<file path="config.mk">
export PLATFORM = sky130hd
export DESIGN_NAME = shifter8b_right_seq
export DESIGN_NICKNAME = d
export VERILOG_FILES = /design/src/rtl/shifter8b_right_seq.sv
export SDC_FILE = /design/constraint.sdc
export NUM_CORES = 1
export LEC_CHECK = 0
export ABC_AREA = 1
export ABC_CLOCK_PERIOD_IN_PS = 1450
export CAP_MARGIN = 20
export CORE_MARGIN = 3
export CORE_UTILIZATION = 45
export DETAILED_ROUTE_END_ITERATION = 7
export PLACE_DENSITY = 0.74
export SLEW_MARGIN = 20
export SYNTH_ARGS = -nofsm -noshare
export SYNTH_HDL_FRONTEND = slang
export SYNTH_SLANG_ARGS = --single-unit
</file>
<file path="constraint.sdc">
create_clock -name clk -period 1.45 [get_ports clk]
set_clock_uncertainty 0.1 [all_clocks]
set_input_delay 0.145 -clock clk [delete_from_list [all_inputs] [get_ports clk]]
set_output_delay 0.145 -clock clk [all_outputs]
set_load 0.005 [all_outputs]
</file>
<file path="src/rtl/shifter8b_right_seq.sv">
// shifter8b_right_seq
//   Iterative right shifter. A start accepted in IDLE captures the operand,
//   the shift amount and the mode. The block then shifts one bit per clock
//   and raises done for a single cycle when the result is on y.
//
// Ports
//   clk    rising-edge clock
//   rst_n  asynchronous active-low reset
//   start  request, sampled only in IDLE
//   a      operand (WIDTH), captured on the accepting edge
//   s      shift amount (SW), captured on the accepting edge
//   mode   00 logical, 01 arithmetic, 10 rotate right, 11 logical
//   busy   high whenever the state is not IDLE
//   done   one-cycle completion pulse
//   y      working/result register; it holds the last result while idle
module shifter8b_right_seq #(
  parameter int WIDTH = 8,
  parameter int SW    = 3
) (
  input  logic             clk,
  input  logic             rst_n,
  input  logic             start,
  input  logic [WIDTH-1:0] a,
  input  logic [SW-1:0]    s,
  input  logic [1:0]       mode,
  output logic             busy,
  output logic             done,
  output logic [WIDTH-1:0] y
);

  typedef enum logic [1:0] {IDLE, SHIFT, DONE} state_t;

  state_t           state, state_nxt;
  logic [SW-1:0]    cnt, cnt_nxt;
  logic [1:0]       md, md_nxt;
  logic [WIDTH-1:0] y_nxt, shr;
  logic             fill;

  // Bit shifted into the MSB. The reserved mode 11 falls into the
  // logical default.
  always_comb begin
    fill = 1'b0;
    case (md)
      2'b01:   fill = y[WIDTH-1];
      2'b10:   fill = y[0];
      default: fill = 1'b0;
    endcase
  end

  // One-position right shift. Each lane takes its upper neighbour.
  // The top lane takes the fill bit.
  for (genvar i = 0; i < WIDTH; i++) begin : g_lane
    if (i == WIDTH-1) begin : g_top
      assign shr[i] = fill;
    end else begin : g_mid
      assign shr[i] = y[i+1];
    end
  end

  always_comb begin
    state_nxt = state;
    cnt_nxt   = cnt;
    md_nxt    = md;
    y_nxt     = y;
    case (state)
      IDLE: begin
        if (start) begin
          y_nxt     = a;
          cnt_nxt   = s;
          md_nxt    = mode;
          state_nxt = (s == '0) ? DONE : SHIFT;
        end
      end
      SHIFT: begin
        y_nxt   = shr;
        cnt_nxt = cnt - 1'b1;
        if (cnt == SW'(1)) state_nxt = DONE;
      end
      DONE: begin
        state_nxt = IDLE;
      end
      default: state_nxt = IDLE;
    endcase
  end

  always_ff @(posedge clk or negedge rst_n) begin
    if (!rst_n) begin
      state <= IDLE;
      cnt   <= '0;
      md    <= 2'b00;
      y     <= '0;
    end else begin
      state <= state_nxt;
      cnt   <= cnt_nxt;
      md    <= md_nxt;
      y     <= y_nxt;
    end
  end

  // Both flags are decoded from the state register only. Nothing in start
  // reaches them combinationally.
  assign busy = (state != IDLE);
  assign done = (state == DONE);

endmodule

</file>
==> impl_metrics.yaml <==
placed_design:
  dpl.cell_count: 170
  port_buffers: 25
  place_congestion: 0.761
  dp_hpwl_um: 1390
synth:
  synth_nets: 139
  yosysWarnings: 0
  ys_seq_area_share_pct: 44.8
  synth-seq-cells: 15
  synth_area_um2: 838
  ys_types: 13
  synth.avg_cell_area_um2: 6.93
  synth_cells: 121
routing:
  vias: 844
  routed_via_density: 4.69
  wire_per_inst_um: 11.3
  detail-route-antenna-nets: 0
  firstDrtPassIters: 4
  routed_wl_um: 2030
  drc_errors: 0
  first_iter_violations: 13
floorplan:
  coreArea_mm2: 0.00163
  die_w_um: 49.2
  ios: 26
  initial_core_util_pct: 51.5
  num_rows: 14
  die_y_um: 49.2
  die_area_mm2: 0.00242
worst_setup_path:
  arrival_ps: 1150
  critical_path_buf_inv_count: 1
  crit_path_end_kind: "output pin"
  rr_worst_depth: 5
  r2r-start: "state[1]$_DFFE_PN0P_"
  cp_max_fo: 2
  cp-start-kind: "flop"
  path_cells: "clkdlybuf4s50_1"
  max_stage_delay_ps: 500
  worstSetupPathType: "flop to output pin"
  r2r-end: "y[7]$_DFFE_PN0P_"
  setup.reg_to_reg.worst_slack_ps: 140
  cp-startpoint: "y[7]$_DFFE_PN0P_"
  crit_family: "buffers and inverters"
  crit_required_ps: 1210
  cpMaxStageDelayCell: "clkdlybuf4s50_1"
global_routing:
  grt_max_degree: 16
  antenna_found_initial: 0
  grt_pass1_wl_um: 3460
  grt_pass1_vias: 796
  overflow: 0
  track_usage_pct: 18.6
clock_network:
  cts_buffers: 3
  clockRootBuffer: "clkbuf_4"
  clock-sinks: 15
  tritoncts: "done"
  worst_skew_pair.late_latency_ps: 290
  clk_pin_slew_ps: 90
  htreeDepth: 1
  clockBufferDepth: 2
layout:
  finalNetCount: 175
  regArea_um2: 377
  drive_gt1_share_pct: 12.8
  nFillCells: 135
  num_antenna_cells: 0
  fin_cells: 180
  multiInputGateArea_um2: 387
  area_growth_syn_to_layout_pct: 43.9
outcome:
  status: "completed"
timing:
  whs_ps: 67.1
  hold_violations: 0
  setup-violations-final: 0
  layout_worst_path_cycle_share_pct: 96.3
  relSlewSlack_pct: 80.5
  fin_tns_setup_ps: 0
  max_freq_mhz: 716
  rsz0062_at_grt: "no"
  slew_violations: 0
  finalCriticalPeriod_ps: 1400
  tightest_slew_ps: 292
flow_run:
  drv_cap: 0
power:
  peakVddDrop_uv: 1150
  powerDensity_mw_per_mm2: 2030
  p_total_mw: 2.45
  p_leak_nw: 0.742
min_path:
  min_path_type: "input port to async pin"
routing by layer:
metal,vias to the layer above,track usage [%],share of wire [%]
met5,-,0,0
met4,0,9.48,2.5
met3,7,4.89,5.3
met2,21,29.2,45
met1,387,23.4,47
li1,429,-,-
what timing repair did:
item	CTS	global route
gates resized for setup	5	9
pin swaps	1	1
buffers inserted	3	3
endpoints found under the setup margin	3	11
hold buffers	0	0
registers in the layout, indices dropped and copies added, names as in the netlist:
| register | count |
|---|---|
| md | 2 |
| cnt | 3 |
| state | 2 |
| y | 8 |
final cells by class:
class	count	share of cell area, %
Multi-Input combinational cell	89	32.1
Sequential cell	15	31.2
Timing Repair Buffer	34	27.7
Inverter	14	4.36
Tap cell	24	2.49
Clock buffer	4	2.18
worst max-delay path by stage:
stage	end	slack, ps	cells past startpoint
after global placement	busy	120	3
final	y[7]	50	1
after global routing	y[7]	5	1
after CTS	y[0]	9	1
after detailed placement	busy	110	3
after floorplan	y[6]$_DFFE_PN0P_	370	7
cell usage in the layout, fill, tap and decap left out, types with 2 or more instances in the layout:
cell             instances
inv_2                    3
nor2_1                   7
clkbuf_4                 3
nand3_1                  5
buf_4                    9
clkdlybuf4s50_1         16
ha_1                     2
nor2_4                   2
a21oi_1                  2
inv_1                   11
nand2_1                 67
dlymetal6s2s_1           7
dfrtp_1                 14
metrics by stage:
| step | setup WS [ps] | area [um2] | utilization (%) |
|---|---|---|---|
| floorplan | 365 | 838 | - |
| global placement | 124 | 1110 | 68.0 |
| detailed placement | 106 | 1110 | 68.0 |
| CTS | 8.71 | 1160 | 71.4 |
| global route | 5.03 | 1210 | 74.0 |
| finish | 54.0 | 1210 | 74.0 |
report_power, final:
part           internal (mW)  switching (mW)
combinational          0.647           0.771
sequential             0.628           0.158
clock                  0.107           0.142
synthesized netlist by cell type (all sizes together):
master	number	area [um2]
nand4	1	6.26
nand2	68	255
ha	2	25.0
nor2	9	41.3
inv	14	52.6
buf	3	33.8
nand3	5	25.0
o21ai	2	13.8
a21oi	2	10.0
dfrtp	15	375
kinds of logic after synthesis:
logic type | Yosys count | synth area share (%)
compound gates | 4 | 2.84
flops | 15 | 44.8
fa+ha+maj | 2 | 2.98
simple gates | 83 | 39.1
buf+inv | 17 | 10.3
(Power assumes the default switching activity.)
